==> config.mk <==
export PLATFORM = sky130hd
export DESIGN_NAME = mem_port_arbiter_flat
export DESIGN_NICKNAME = d
export VERILOG_FILES = /design/src/rtl/mem_port_arbiter_pkg.sv /design/src/rtl/mem_port_arbiter_if.sv /design/src/rtl/mem_port_arbiter_watchdog.sv /design/src/rtl/mem_port_arbiter.sv /design/src/flat_wrapper.sv
export SDC_FILE = /design/constraint.sdc
export NUM_CORES = 1
export LEC_CHECK = 0
export ABC_AREA = 0
export CAP_MARGIN = 20
export CORE_AREA = 2 2 107 109
export DETAILED_ROUTE_END_ITERATION = 16
export DIE_AREA = 0 0 109 111
export HOLD_SLACK_MARGIN = 0.08
export PLACE_DENSITY = 0.93
export SYNTH_ARGS = -nofsm -noshare
export SYNTH_HDL_FRONTEND = slang
export SYNTH_SLANG_ARGS = --single-unit
==> constraint.sdc <==
create_clock -name clk -period 4.1 [get_ports clk]
set_input_delay 0.615 -clock clk [delete_from_list [all_inputs] [get_ports clk]]
set_output_delay 0.615 -clock clk [all_outputs]
set_load 0.02 [all_outputs]
==> src/rtl/mem_port_arbiter_pkg.sv <==
// Shared types for the unified memory port arbiter.
//   arb_state_t : arbiter FSM states
//   mem_txn_t   : one memory transaction as held in the mem_* registers
package mem_port_arbiter_pkg;

  localparam int PKG_ADDR_W = 32;
  localparam int PKG_DATA_W = 32;

  typedef enum logic [1:0] {
    IDLE    = 2'd0,
    BUSY_IF = 2'd1,
    BUSY_D  = 2'd2
  } arb_state_t;

  typedef struct packed {
    logic                    we;
    logic [PKG_ADDR_W-1:0]   addr;
    logic [PKG_DATA_W-1:0]   wdata;
    logic [PKG_DATA_W/8-1:0] be;
  } mem_txn_t;

endpackage

==> src/rtl/mem_port_arbiter_if.sv <==
// Bundle of requester and memory-side signals around the port arbiter.
//   if_*    : instruction fetch request/response
//   d_*     : load/store request/response
//   mem_*   : unified memory port
//   bus_err : timeout indication, stall_*_req : per-requester stall requests
// Modports: master = arbiter view, slave = requesters + memory view.
interface mem_port_arbiter_if #(
  parameter int ADDR_W = 32,
  parameter int DATA_W = 32
);
  logic              if_req;
  logic [ADDR_W-1:0] if_addr;
  logic [DATA_W-1:0] if_rdata;
  logic              if_valid;

  logic                d_req;
  logic                d_we;
  logic [ADDR_W-1:0]   d_addr;
  logic [DATA_W-1:0]   d_wdata;
  logic [DATA_W/8-1:0] d_be;
  logic [DATA_W-1:0]   d_rdata;
  logic                d_valid;

  logic                mem_req;
  logic                mem_we;
  logic [ADDR_W-1:0]   mem_addr;
  logic [DATA_W-1:0]   mem_wdata;
  logic [DATA_W/8-1:0] mem_be;
  logic                mem_ack;
  logic [DATA_W-1:0]   mem_rdata;

  logic bus_err;
  logic stall_if_req;
  logic stall_d_req;

  modport master (
    input  if_req, if_addr, d_req, d_we, d_addr, d_wdata, d_be, mem_ack, mem_rdata,
    output if_rdata, if_valid, d_rdata, d_valid,
           mem_req, mem_we, mem_addr, mem_wdata, mem_be,
           bus_err, stall_if_req, stall_d_req
  );

  modport slave (
    output if_req, if_addr, d_req, d_we, d_addr, d_wdata, d_be, mem_ack, mem_rdata,
    input  if_rdata, if_valid, d_rdata, d_valid,
           mem_req, mem_we, mem_addr, mem_wdata, mem_be,
           bus_err, stall_if_req, stall_d_req
  );
endinterface

==> src/rtl/mem_port_arbiter_watchdog.sv <==
// Transaction timeout counter for the memory port arbiter.
//   clk, nreset : clock, synchronous active-low reset
//   start_i     : transaction granted; zero the count and begin counting
//   clear_i     : transaction finished; stop counting
//   expire_o    : count reached TIMEOUT-1 while armed
module arb_watchdog #(
  parameter int TIMEOUT = 64
) (
  input  logic clk,
  input  logic nreset,
  input  logic start_i,
  input  logic clear_i,
  output logic expire_o
);
  logic [7:0] tmo_cnt_q;
  logic       armed_q;

  always_ff @(posedge clk) begin
    if (!nreset) begin
      tmo_cnt_q <= '0;
      armed_q   <= 1'b0;
    end else if (start_i) begin
      tmo_cnt_q <= '0;
      armed_q   <= 1'b1;
    end else if (clear_i) begin
      tmo_cnt_q <= '0;
      armed_q   <= 1'b0;
    end else if (armed_q) begin
      tmo_cnt_q <= tmo_cnt_q + 8'd1;
    end
  end

  assign expire_o = armed_q && (tmo_cnt_q == 8'(TIMEOUT - 1));
endmodule

==> src/rtl/mem_port_arbiter.sv <==
// Arbitrates the single unified memory port between instruction fetch and
// load/store. Data has priority; a starvation counter forces a fetch grant
// after MAX_STARVE consecutive data grants while fetch waits. One
// transaction in flight, variable-latency ack, watchdog abort.
//   clk, nreset : clock, synchronous active-low reset
//   bus         : requester + memory signals (master modport)
module mem_port_arbiter
  import mem_port_arbiter_pkg::*;
#(
  parameter int ADDR_W     = PKG_ADDR_W,
  parameter int DATA_W     = PKG_DATA_W,
  parameter int MAX_STARVE = 3,
  parameter int TIMEOUT    = 64
) (
  input  logic clk,
  input  logic nreset,
  mem_port_arbiter_if.master bus
);
  arb_state_t state_q;
  mem_txn_t   txn_q;
  logic       mem_req_q;
  logic [3:0] starve_cnt_q;

  logic grant_if, grant_d, busy, expire, done, abort;

  always_comb begin
    // Fetch wins when alone or when data has starved it long enough.
    grant_if = bus.if_req && (!bus.d_req || (starve_cnt_q == 4'(MAX_STARVE)));
    grant_d  = bus.d_req && !grant_if;
    busy     = (state_q != IDLE);
    done     = busy && (bus.mem_ack || expire);
    // A same-cycle ack beats the timeout.
    abort    = busy && expire && !bus.mem_ack;
  end

  arb_watchdog #(.TIMEOUT(TIMEOUT)) u_wdog (
    .clk      (clk),
    .nreset   (nreset),
    .start_i  ((state_q == IDLE) && (grant_if || grant_d)),
    .clear_i  (done),
    .expire_o (expire)
  );

  always_ff @(posedge clk) begin
    if (!nreset) begin
      state_q      <= IDLE;
      txn_q        <= '0;
      mem_req_q    <= 1'b0;
      starve_cnt_q <= '0;
    end else begin
      case (state_q)
        IDLE: begin
          if (grant_if) begin
            state_q      <= BUSY_IF;
            mem_req_q    <= 1'b1;
            txn_q.we     <= 1'b0;
            txn_q.addr   <= bus.if_addr;
            txn_q.wdata  <= '0;
            txn_q.be     <= '1;
            starve_cnt_q <= '0;
          end else if (grant_d) begin
            state_q     <= BUSY_D;
            mem_req_q   <= 1'b1;
            txn_q.we    <= bus.d_we;
            txn_q.addr  <= bus.d_addr;
            txn_q.wdata <= bus.d_wdata;
            txn_q.be    <= bus.d_be;
            if (bus.if_req && (starve_cnt_q < 4'(MAX_STARVE)))
              starve_cnt_q <= starve_cnt_q + 4'd1;
          end
        end
        BUSY_IF, BUSY_D: begin
          if (done) begin
            state_q   <= IDLE;
            mem_req_q <= 1'b0;
          end
        end
        default: begin
          state_q   <= IDLE;
          mem_req_q <= 1'b0;
        end
      endcase
    end
  end

  assign bus.mem_req   = mem_req_q;
  assign bus.mem_we    = txn_q.we;
  assign bus.mem_addr  = txn_q.addr;
  assign bus.mem_wdata = txn_q.wdata;
  assign bus.mem_be    = txn_q.be;

  // Completion is combinational on the ack (or expiry) cycle.
  assign bus.if_valid = (state_q == BUSY_IF) && done;
  assign bus.d_valid  = (state_q == BUSY_D) && done;
  assign bus.bus_err  = abort;
  assign bus.if_rdata = abort ? '0 : bus.mem_rdata;
  assign bus.d_rdata  = abort ? '0 : bus.mem_rdata;

  assign bus.stall_if_req = bus.if_req && !bus.if_valid;
  assign bus.stall_d_req  = bus.d_req && !bus.d_valid;
endmodule

==> src/flat_wrapper.sv <==
// flat-port wrapper written by rule: the top's interface ports become plain ports
module mem_port_arbiter_flat import mem_port_arbiter_pkg::*;
#(
  parameter int ADDR_W     = PKG_ADDR_W,
  parameter int DATA_W     = PKG_DATA_W,
  parameter int MAX_STARVE = 3,
  parameter int TIMEOUT    = 64
)
  (clk, nreset, bus_if_req, bus_if_addr, bus_d_req, bus_d_we, bus_d_addr, bus_d_wdata, bus_d_be, bus_mem_ack, bus_mem_rdata, bus_if_rdata, bus_if_valid, bus_d_rdata, bus_d_valid, bus_mem_req, bus_mem_we, bus_mem_addr, bus_mem_wdata, bus_mem_be, bus_bus_err, bus_stall_if_req, bus_stall_d_req);
  mem_port_arbiter_if #(.ADDR_W(ADDR_W), .DATA_W(DATA_W)) bus_i ();
  input  logic clk;
  input  logic nreset;
  input wire logic [$bits(bus_i.if_req)-1:0] bus_if_req;
  input wire logic [$bits(bus_i.if_addr)-1:0] bus_if_addr;
  input wire logic [$bits(bus_i.d_req)-1:0] bus_d_req;
  input wire logic [$bits(bus_i.d_we)-1:0] bus_d_we;
  input wire logic [$bits(bus_i.d_addr)-1:0] bus_d_addr;
  input wire logic [$bits(bus_i.d_wdata)-1:0] bus_d_wdata;
  input wire logic [$bits(bus_i.d_be)-1:0] bus_d_be;
  input wire logic [$bits(bus_i.mem_ack)-1:0] bus_mem_ack;
  input wire logic [$bits(bus_i.mem_rdata)-1:0] bus_mem_rdata;
  output wire logic [$bits(bus_i.if_rdata)-1:0] bus_if_rdata;
  output wire logic [$bits(bus_i.if_valid)-1:0] bus_if_valid;
  output wire logic [$bits(bus_i.d_rdata)-1:0] bus_d_rdata;
  output wire logic [$bits(bus_i.d_valid)-1:0] bus_d_valid;
  output wire logic [$bits(bus_i.mem_req)-1:0] bus_mem_req;
  output wire logic [$bits(bus_i.mem_we)-1:0] bus_mem_we;
  output wire logic [$bits(bus_i.mem_addr)-1:0] bus_mem_addr;
  output wire logic [$bits(bus_i.mem_wdata)-1:0] bus_mem_wdata;
  output wire logic [$bits(bus_i.mem_be)-1:0] bus_mem_be;
  output wire logic [$bits(bus_i.bus_err)-1:0] bus_bus_err;
  output wire logic [$bits(bus_i.stall_if_req)-1:0] bus_stall_if_req;
  output wire logic [$bits(bus_i.stall_d_req)-1:0] bus_stall_d_req;
  assign bus_i.if_req = bus_if_req;
  assign bus_i.if_addr = bus_if_addr;
  assign bus_i.d_req = bus_d_req;
  assign bus_i.d_we = bus_d_we;
  assign bus_i.d_addr = bus_d_addr;
  assign bus_i.d_wdata = bus_d_wdata;
  assign bus_i.d_be = bus_d_be;
  assign bus_i.mem_ack = bus_mem_ack;
  assign bus_i.mem_rdata = bus_mem_rdata;
  assign bus_if_rdata = bus_i.if_rdata;
  assign bus_if_valid = bus_i.if_valid;
  assign bus_d_rdata = bus_i.d_rdata;
  assign bus_d_valid = bus_i.d_valid;
  assign bus_mem_req = bus_i.mem_req;
  assign bus_mem_we = bus_i.mem_we;
  assign bus_mem_addr = bus_i.mem_addr;
  assign bus_mem_wdata = bus_i.mem_wdata;
  assign bus_mem_be = bus_i.mem_be;
  assign bus_bus_err = bus_i.bus_err;
  assign bus_stall_if_req = bus_i.stall_if_req;
  assign bus_stall_d_req = bus_i.stall_d_req;
  mem_port_arbiter #(.ADDR_W(ADDR_W), .DATA_W(DATA_W), .MAX_STARVE(MAX_STARVE), .TIMEOUT(TIMEOUT)) u_core (.clk(clk), .nreset(nreset), .bus(bus_i));
endmodule
### Yosys cells after proc, flatten, opt, wreduce, memory -nomap -nowiden

Index checks and enable logic that the tools add are counted.

* bits in registers: 85
* input port bits: 138
* output and inout bits: 139
* word-level logic and storage cells: 64

* $add $sub $neg: 2
* order comparisons: 1
* equal/unequal tests: 6
* muxes and demuxes: 15
* bitwise logic cells: 1
* reduce and logical (&&, ||, !) cells: 30

Operator list (count)
* $mux W69: 2
* $mux W32: 1
* $logic_and A1 B1 Y1: 12
* $mux W4: 3
* $add A8 B1 Y8 const B: 1
* $eq A8 B6 Y1 const B: 1
* $reduce_bool A2 Y1: 4
* $mux W2: 3
* $logic_not A1 Y1: 5
* $add A4 B1 Y4 const B: 1
* $eq A4 B2 Y1 const B: 1
* $lt A4 B2 Y1 const B: 1
* $mux W1: 4
* $pmux W2 S2: 1
* $reduce_and A2 Y1: 2
* $logic_or A1 B1 Y1: 3
* $ne A3 B1 Y1 const B: 1
* $reduce_and A3 Y1: 1
* $reduce_or A3 Y1: 1
* $eq A2 B1 Y1 const B: 1
* $eq A2 B2 Y1 const B: 1
* $logic_not A2 Y1: 1
* $ne A2 B1 Y1 const B: 1
* $pmux W1 S2: 1
* other kinds (2): 2

### Longest topological paths before layout

* word-level depth: 8
* depth in mapped cells: 9
* gate-level depth less buffers: 6

### Hierarchy

A second synthesis with hierarchy kept.

* cells, all modules: 518
* area total of the unflattened synthesis: 4454.3 um2

Modules (own cells, without submodules)
* mem_port_arbiter: instances 1, cells each 477, area an instance 4058.9 um2, sequential area each 1521.5 um2
* arb_watchdog: instances 1, cells each 41, area an instance 395.4 um2, sequential area each 180.2 um2

### Least setup slack after synthesis

OpenSTA, ideal clock, no wires.

* path kind: reg2out
* start: reg u_core.u_wdog.tmo_cnt_q[0]
* end: out bus_if_rdata[22]
* arrival time: 1.698 ns
* setup slack: 1.787 ns
* cell stages (with the launch flop): 8
* buffers on the path: 2
* cells stage by stage: dfxtp_1 ha_1 and4bb_2 nand2_1 nor3_2 buf_2 nor2b_1 buf_4

* longest elaborated chain between the ends: 5

RTL lines
* start: declaration: RTL line mem_port_arbiter_watchdog.sv:15 `logic [7:0] tmo_cnt_q;`
* start signal: assignment: RTL line mem_port_arbiter_watchdog.sv:29 `tmo_cnt_q <= tmo_cnt_q + 8'd1;`
* $eq A8 B6 Y1: RTL line mem_port_arbiter_watchdog.sv:33 `assign expire_o = armed_q && (tmo_cnt_q == 8'(TIMEOUT - 1));`
* $logic_and A1 B1 Y1: RTL line mem_port_arbiter_watchdog.sv:33
* $logic_and A1 B1 Y1 (2 in a row): RTL line mem_port_arbiter.sv:33 `abort = busy && expire && !bus.mem_ack;`
* named net bus_bus_err: RTL line flat_wrapper.sv:31 `output wire logic [$bits(bus_i.bus_err)-1:0] bus_bus_err;`
* $mux W32
* end: declaration: RTL line flat_wrapper.sv:22 `output wire logic [$bits(bus_i.if_rdata)-1:0] bus_if_rdata;`

The timed path passes the listed nets, and every way through them passes these cells.

### Final worst setup path

* start: reg u_core.u_wdog.tmo_cnt_q[0]
* end: out bus_if_rdata[20]

* longest elaborated chain between the ends: 5

RTL lines
* $eq A8 B6 Y1: RTL line mem_port_arbiter_watchdog.sv:33
* $logic_and A1 B1 Y1: RTL line mem_port_arbiter_watchdog.sv:33
* $logic_and A1 B1 Y1 (2 in a row): RTL line mem_port_arbiter.sv:33
* $mux W32: RTL line mem_port_arbiter.sv:96 `assign bus.if_rdata = abort ? '0 : bus.mem_rdata;`

No other way between the ends.

==> results.cfg <==
[synth]
synth-seq-cells = 85
yosys-top-cells-area = dfxtp_1 (44%), a22o_1 (7.5%), nand2_1 (6.9%)
syn_area_per_cell_um2 = 8.90
synthCells = 434
yosys_most_used_dff = dfxtp_1
ys_types = 44
synth-adder-area-share_pct = 1.62
ys_async_sr_fraction_pct = 0
synth_edf_count = 0
syn_area_um2 = 3860
synth_top_area_share_pct = 44.0
yosys_warnings = 0
ys_seq_area_share_pct = 44.0
synthXorXnorAreaFrac_pct = 1.59
synth-compound-area-share_pct = 21.9
synth_top_cell_by_area = dfxtp_1
synth_fp_nets = 577
synthSimpleGateAreaFrac_pct = 17.7
synth.area.mux_share_pct = 1.04
synth_top_family_by_area = compound AO/OA/AOI/OAI gates

[die]
initial_core_util_pct = 34.9
std_cell_rows = 39
die_area_um2 = 12100
coreArea_um2 = 11100
die_h_um = 111
die_w_um = 109
ios = 277

[grt]
overflow = 0
track_usage_pct = 21.2
grt_max_degree = 70
grt_pass1_vias = 3962
grt_antenna_before_repair = 2
grt_pass1_wl_um = 19900

[worst_setup_path]
required_ns = 3.48
r2r_cells = 6
critical_path_peak_fanout = 33
reg2reg_slack_ns = 1.99
end_kind = primary output
worst_setup_path_start_kind = register
worstPathArrival_ns = 2.53
r2r_start = u_core.state_q[0]$_SDFFE_PN0P_
worstSetupPathType = register to primary output
r2r_end = u_core.u_wdog.tmo_cnt_q[0]$_SDFFE_PP0P_

[clock_network]
cts_setup_buffers = 0
cts_resized = 0
insertion_delay_ns = 0.34
cts_tree = yes
cts.sinks = 85
hold_buffers = 0
clock_tree.root_cell = clkbuf_16
ctsLongestPathBuffers = 2
h-tree-depth = 3
clkSlewWorstSetupHoldPaths_ns = 0.06
cts_buffers = 9

[routing]
viasPerCell = 4.93
drc = 0
vias = 4006
wl_per_cell_um = 16.3
drtIter0Drc = 170
wl_um = 13200
drt_pass1_iterations = 4
antenna_left = 0

[power_and_ir_drop]
leakage_uw = 0.00258
power_density_nw_per_um2 = 444
p_sw_uw = 1030
p_int_uw = 1940
p_sw_share_pct = 34.7
ir_worst_vdd_mv = 0.220
p_clk_share_pct = 26.0
power_frac_comb_pct = 38.2
p_seq_share_pct = 35.8

[timing]
rsz0062_at_grt = false
fin_skew_ns = 0.0102
finalHoldViolations = 0
finalWorstPathRequiredPeriod_ns = 3.14
fmax_mhz = 318
worst_slack_ns = 0.958
finalCritPeriodShare_pct = 76.6
drv_slew = 0
relSlewSlack_pct = 46.2
finalSetupTns_ns = 0
whs_ns = 0.477
worst_pin_slew_ns = 0.804
setup_viol = 0

[placement]
gp_congestion = 0.787
dp_cells = 793
io_buffers = 276
dp_slack_ns = 1.05
hpwl_um = 10200

[final_layout]
ff_latch_area_um2 = 1700
final_cell_mix = clkdlybuf4s50_1 (276), dfxtp_1 (85), nand2_1 (71)
fin_nets = 806
nFillCells = 903
multi_input_area_um2 = 1700
layoutNonFillerInstCount = 813
final_common_cell = clkdlybuf4s50_1
syn_to_final_growth_pct = 73.8
drive_gt1_share_pct = 4.94

[hold_path]
hold_start = u_core.bus.mem_we$_SDFFE_PN0P_
whs_endpoint = u_core.bus.mem_we$_SDFFE_PN0P_
hold_class = register to register
hold_depth = 1

[outcome]
outcome = finished, final reports clean

[job]
max_cap_violations = 0
[stage by stage]
step	area, um^2	util (%)	total power [uW]
6_report	6720	60.6	2980
3_3_place_gp	6390	57.7	2180
5_1_grt	6720	60.6	3120
4_1_cts	6670	60.2	3000
2_1_floorplan	3860	-	1680
3_5_place_dp	6390	57.7	2210
[final cells by class]
class,count,share of cell area [%]
Clock inverter,7,0.838
Clock buffer,9,3.35
Tap cell,143,2.66
Antenna cell,2,0.0745
Inverter,3,0.168
Multi-Input combinational cell,282,25.3
Sequential cell,85,25.3
Timing Repair Buffer,282,42.2
[power groups by stage]
stage                     combinational, uW  sequential, uW  clock, uW
after CTS                              1140            1070        794
after floorplan                         445            1240          0
after global routing                   1210            1080        830
after detailed placement               1130            1080          0
after global placement                 1100            1070          0
final                                  1140            1070        774
[registers in the layout, indices dropped and copies added (netlist names)]
signal / flops
u_core.bus.mem_addr: 32
u_core.bus.mem_wdata: 32
u_core.u_wdog.tmo_cnt_q: 8
u_core.bus.mem_be: 4
u_core.starve_cnt_q: 4
u_core.state_q: 2
u_core.bus.mem_req: 1
u_core.bus.mem_we: 1
u_core.u_wdog.armed_q: 1
[Yosys cell counts (2+ instances only)]
| cell | instances |
|---|---|
| buf_2 | 11 |
| a22o_1 | 33 |
| nor2_1 | 20 |
| xor2_1 | 3 |
| nand2_1 | 71 |
| clkbuf_1 | 10 |
| o21ai_1 | 5 |
| o21ai_0 | 34 |
| nand4_1 | 2 |
| nor2b_1 | 32 |
| ha_1 | 5 |
| dfxtp_1 | 85 |
| inv_1 | 2 |
| buf_4 | 33 |
| buf_6 | 9 |
| a31oi_1 | 32 |
| a21oi_1 | 7 |
| mux2i_1 | 4 |
| nand3_1 | 5 |
| a21boi_1 | 2 |
| and2_1 | 2 |
| nor3_1 | 2 |
| xnor2_1 | 4 |
[logic make-up after synthesis]
family                   count (synthesis)
flip-flops                              85
AND/OR/NAND/NOR                        142
AO/OA/AOI/OAI                          124
adder cells (fa/ha/maj)                  5
XOR/XNOR                                 7
multiplexers                             4
buffers and inverters                   67
[worst max-delay path: stages (launching register included)]
cell	delay (ns)
dfxtp_1	0.34
ha_1	0.26
and4bb_2	0.26
nand2_1	0.11
nor3_4	0.05
buf_4	0.25
nor2b_1	0.27
clkdlybuf4s50_1	0.66
[worst max-delay path by stage]
stage                                                 start                to  slack (ns)  cells after the start
floorplan           u_core.u_wdog.tmo_cnt_q[0]$_SDFFE_PP0P_  bus_if_rdata[22]        1.79                      7
global placement                                bus_mem_ack   bus_stall_d_req        1.06                      5
detailed placement                              bus_mem_ack   bus_stall_d_req        1.05                      5
CTS                 u_core.u_wdog.tmo_cnt_q[0]$_SDFFE_PP0P_  bus_if_rdata[20]        0.94                      7
global route        u_core.u_wdog.tmo_cnt_q[0]$_SDFFE_PP0P_  bus_if_rdata[31]        0.84                      7
finish              u_core.u_wdog.tmo_cnt_q[0]$_SDFFE_PP0P_  bus_if_rdata[20]        0.96                      7
[per-layer routing]
metal	global-route usage, %	vias to the layer above	share of wire [%]
met5	0	-	0
met4	10.2	0	3.7
met3	6.64	31	9.2
met2	38.3	226	52
met1	21.6	1823	35
li1	-	1926	-
Note: power is estimated with default switching activity, not from simulation.
